$ cat src/rtl/data_stack.sv
// Register-based operand stack: the top two entries are exposed directly and
// every request is accepted on the edge where it is sampled. The error flags stay set until reset.
module data_stack #(
  parameter int unsigned DEPTH = 16,
  parameter int unsigned WIDTH = 16
) (
  input  logic                     clk,
  input  logic                     rst,
  input  logic                     push,
  input  logic                     pop,
  input  logic                     load_stk,
  input  logic [WIDTH-1:0]         stk_in,
  output logic [WIDTH-1:0]         stk0,
  output logic [WIDTH-1:0]         stk1,
  output logic [$clog2(DEPTH):0]   depth,
  output logic                     overflow,
  output logic                     underflow,
  output logic                     conflict
);

  localparam int unsigned DW = $clog2(DEPTH) + 1;

  logic [WIDTH-1:0] e_q [DEPTH];
  logic [WIDTH-1:0] e_d [DEPTH];
  logic [DW-1:0]    depth_q, depth_d;
  logic             overflow_q, overflow_d;
  logic             underflow_q, underflow_d;
  logic             conflict_q, conflict_d;

  // Next-state: shifts happen even at full/empty; only depth saturates.
  always_comb begin
    e_d         = e_q;
    depth_d     = depth_q;
    overflow_d  = overflow_q;
    underflow_d = underflow_q;
    conflict_d  = conflict_q;
    if (push && pop) begin
      conflict_d = 1'b1;
    end else if (push) begin
      for (int i = 1; i < int'(DEPTH); i++) e_d[i] = e_q[i-1];
      if (load_stk) e_d[0] = stk_in;
      if (depth_q == DW'(DEPTH)) overflow_d = 1'b1;
      else                       depth_d    = depth_q + DW'(1);
    end else if (pop) begin
      for (int i = 0; i < int'(DEPTH) - 1; i++) e_d[i] = e_q[i+1];
      e_d[DEPTH-1] = '0;
      if (load_stk) e_d[0] = stk_in;
      if (depth_q == DW'(0)) underflow_d = 1'b1;
      else                   depth_d     = depth_q - DW'(1);
    end else if (load_stk) begin
      e_d[0] = stk_in;
    end
  end

  // State register with synchronous reset overriding any request.
  always_ff @(posedge clk) begin
    if (rst) begin
      for (int i = 0; i < int'(DEPTH); i++) e_q[i] <= '0;
      depth_q     <= '0;
      overflow_q  <= 1'b0;
      underflow_q <= 1'b0;
      conflict_q  <= 1'b0;
    end else begin
      e_q         <= e_d;
      depth_q     <= depth_d;
      overflow_q  <= overflow_d;
      underflow_q <= underflow_d;
      conflict_q  <= conflict_d;
    end
  end

  assign stk0      = e_q[0];
  assign stk1      = e_q[1];
  assign depth     = depth_q;
  assign overflow  = overflow_q;
  assign underflow = underflow_q;
  assign conflict  = conflict_q;

endmodule

$ cat config.mk
export PLATFORM = sky130hd
export DESIGN_NAME = data_stack
export DESIGN_NICKNAME = d
export VERILOG_FILES = /design/src/rtl/data_stack.sv
export SDC_FILE = /design/constraint.sdc
export NUM_CORES = 1
export LEC_CHECK = 0
export ABC_AREA = 1
export BUFFER_PORTS_ARGS = -buffer_cell sky130_fd_sc_hd__buf_2
export CAP_MARGIN = 20
export CORE_MARGIN = 5
export CORE_UTILIZATION = 40
export CTS_CLUSTER_DIAMETER = 80
export DETAILED_ROUTE_END_ITERATION = 12
export HOLD_SLACK_MARGIN = 0.06
export PLACE_DENSITY = 0.57
export SLEW_MARGIN = 30
export SYNTH_ARGS = -nofsm -noshare
export SYNTH_HDL_FRONTEND = slang
export SYNTH_SLANG_ARGS = --single-unit
$ cat constraint.sdc
create_clock -name clk -period 3.1 [get_ports clk]
set_input_delay 0.62 -clock clk [delete_from_list [all_inputs] [get_ports clk]]
set_output_delay 0.62 -clock clk [all_outputs]
set_load 0.01 [all_outputs]
==> flow_summary.yaml <==
place:
  place.gp.congestion: 0.774
  portBuffers: 60
  dp_hpwl_um: 16800
  pre_cts_ws_ns: 0.789
synth:
  yosysSeqAreaShare_pct: 39.4
  ys_ff_latch: 264
  yosysUniqueCellTypes: 27
  yosysWarnings: 0
  syn-cell-area_mm2: 0.0134
  avgSynthCellArea_um2: 6.82
  syn_inst: 1967
  synth_fp_nets: 1994
global_routing:
  grt_start_max_net_pins: 281
  grt_pass1_wl_um: 46600
  antenna_found_initial: 0
  grt_pass1_vias: 9966
  gr-total-overflow: 0
  track_usage_pct: 14.3
worst_setup_path:
  crit_family: "flip-flops"
  start_kind: "flip-flop"
  crit_arrival_ns: 1.20
  end_kind: "output port"
  max_stage_delay_ns: 0.47
  critical_path_class: "reg -> out"
  slowest_stage: "dfxtp_1"
  path_buf_inv: 1
  required_ns: 2.48
  crit_chain: "buf_2"
  cp_max_fo: 4
finish:
  multi_input_comb_area_mm2: 0.00551
  fin_nets: 1932
  regArea_mm2: 0.00529
  diodes: 0
  layout-drive-gt1-share_pct: 11.9
  final.fill_count: 3509
  area_delta_synth_final_pct: 8.55
cts:
  cts_tree: "built"
  cts_root_buffer: "clkbuf_16"
  insertion_delay_ns: 0.55
  clock_path_buffers: 3
  cts_resized: 0
  clkTransAtPathRegs_ns: 0.06
  cts_buffers: 30
  cts.sinks: 264
  htree_num_levels: 1
  cts_setup_buffers: 0
  hold_buffers: 0
timing:
  fin_crit_ns: 1.82
  clock_skew_ns: 0.00905
  fin_setup_tns_ns: 0
  finalCritPeriodShare_pct: 58.7
  hold_violations: 0
  finalSetupViolations: 0
  max_slew.worst_pin.slew_ns: 0.740
  relSlewSlack_pct: 50.7
  rsz0062_at_grt: "no"
  fmax_mhz: 549
  setup_ws_ns: 1.28
  drv_slew: 0
floorplan:
  ioPinCount: 61
  core_area_mm2: 0.0334
  die_w_um: 193
  initial_core_util_pct: 40.2
  num_rows: 67
  dieHeight_um: 193
  dieArea_mm2: 0.0373
drt:
  drt_iter0_drc: 703
  wl_per_cell_um: 11.6
  dr_wl_met2_um: 11700
  wirelength_um: 27600
  antenna_left: 0
  wl_met3_um: 1060
  first_pass_iters: 5
  top_layer_used: "met4"
  wl_met1_um: 14200
  drc: 0
  vias: 11200
  vias_per_cell: 4.70
run_status:
  status: "complete, no violations"
power:
  p_leak_nw: 6.97
  ir_drop_v: 0.000477
  p_per_area_mw_per_mm2: 610
worst_hold_path:
  hold_path.class: "in -> reg"
job:
  max_cap_violations: 0
==> cell usage after synthesis, drive strengths merged <==
cell type / number / area share, %
o21ai: 482 / 18
inv: 454 / 13
dfxtp: 264 / 39
nand2: 256 / 7.2
a21oi: 253 / 12
buf: 120 / 5.6
nor2: 51 / 1.4
clkbuf: 49 / 1.4
nor3: 8 / 0.30
nor4: 8 / 0.37
o211ai: 7 / 0.39
ha: 5 / 0.47
nand3: 5 / 0.19
clkinv: 1 / 0.028
fa: 1 / 0.15
nand3b: 1 / 0.056
nand4: 1 / 0.047
xor2: 1 / 0.065
==> registers in the layout, indices dropped and copies added, names as in the netlist <==
name and flops:
stk1 16, e_q 224, underflow 1, overflow 1, stk0 16, conflict 1
depth 5
==> report_power, final <==
group | switching, W | internal [W]
Sequential | 0.000198 | 0.00375
Combinational | 0.000966 | 0.000523
Clock | 0.00137 | 0.00207
==> cell type report <==
| cell class | instances | area share (%) |
|---|---|---|
| Clock buffer | 48 | 6.52 |
| Sequential cell | 264 | 36.3 |
| Tap cell | 448 | 3.85 |
| Inverter | 455 | 11.7 |
| Clock inverter | 6 | 0.206 |
| Timing Repair Buffer | 75 | 3.62 |
| Multi-Input combinational cell | 1079 | 37.8 |
==> layout by cell type (no fill, tap or decap), types with 7 or more instances in the layout <==
master     instances
nor2_1            50
nor4_1             8
nand2_1          255
dfxtp_1          264
inv_1            452
o211ai_1           7
a21oi_2          100
o21ai_1          128
clkbuf_16         31
buf_2             58
buf_4              8
o21ai_0          353
nor3_1             8
clkbuf_8          11
a21oi_1          153
==> per-stage QoR <==
stage / util (%) / hold slack (ns) / total power [W] / area, um^2 / cells
after floorplan: - / 0.472 / 0.00525 / 13400 / 1967
after global placement: 40.6 / 0.440 / 0.00548 / 13600 / 2320
after detailed placement: 40.6 / 0.442 / 0.00552 / 13600 / 2320
after CTS: 43.6 / 0.338 / 0.00904 / 14500 / 2374
after global routing: 43.7 / 0.350 / 0.00944 / 14600 / 2375
final: 43.7 / 0.363 / 0.00888 / 14600 / 2375
==> logic make-up after synthesis <==
kind of cell             after synthesis  synth area share [%]
buffers and inverters                624                  19.7
XOR/XNOR                               1                0.0653
adder cells (fa/ha/maj)                6                 0.615
AND/OR/NAND/NOR                      330                  9.58
AO/OA/AOI/OAI                        742                  30.7
flip-flops                           264                  39.4
==> routing by layer <==
layer | vias to the layer above | global-route usage (%)
met5 | - | 0
met4 | 0 | 3.68
met3 | 51 | 2.12
met2 | 154 | 23.6
met1 | 4967 | 19.8
li1 | 5997 | -
==> path summary, 6_finish.rpt <==
path	endpoint	slack, ns	start	cells after the start
worst max-delay path	stk1[11]	1.28	stk1[11]	1
worst min-delay path	stk0[9]	0.36	stk_in[9]	3
worst max register to register	depth[2]	1.76	depth[0]	8
worst min register to register	overflow	0.45	overflow	2
==> tightest hold or removal path, cell delays in order <==
cell	delay, ns
buf_2	0.07
a21oi_1	0.05
a21oi_1	0.12
(Power assumes the default switching activity.)
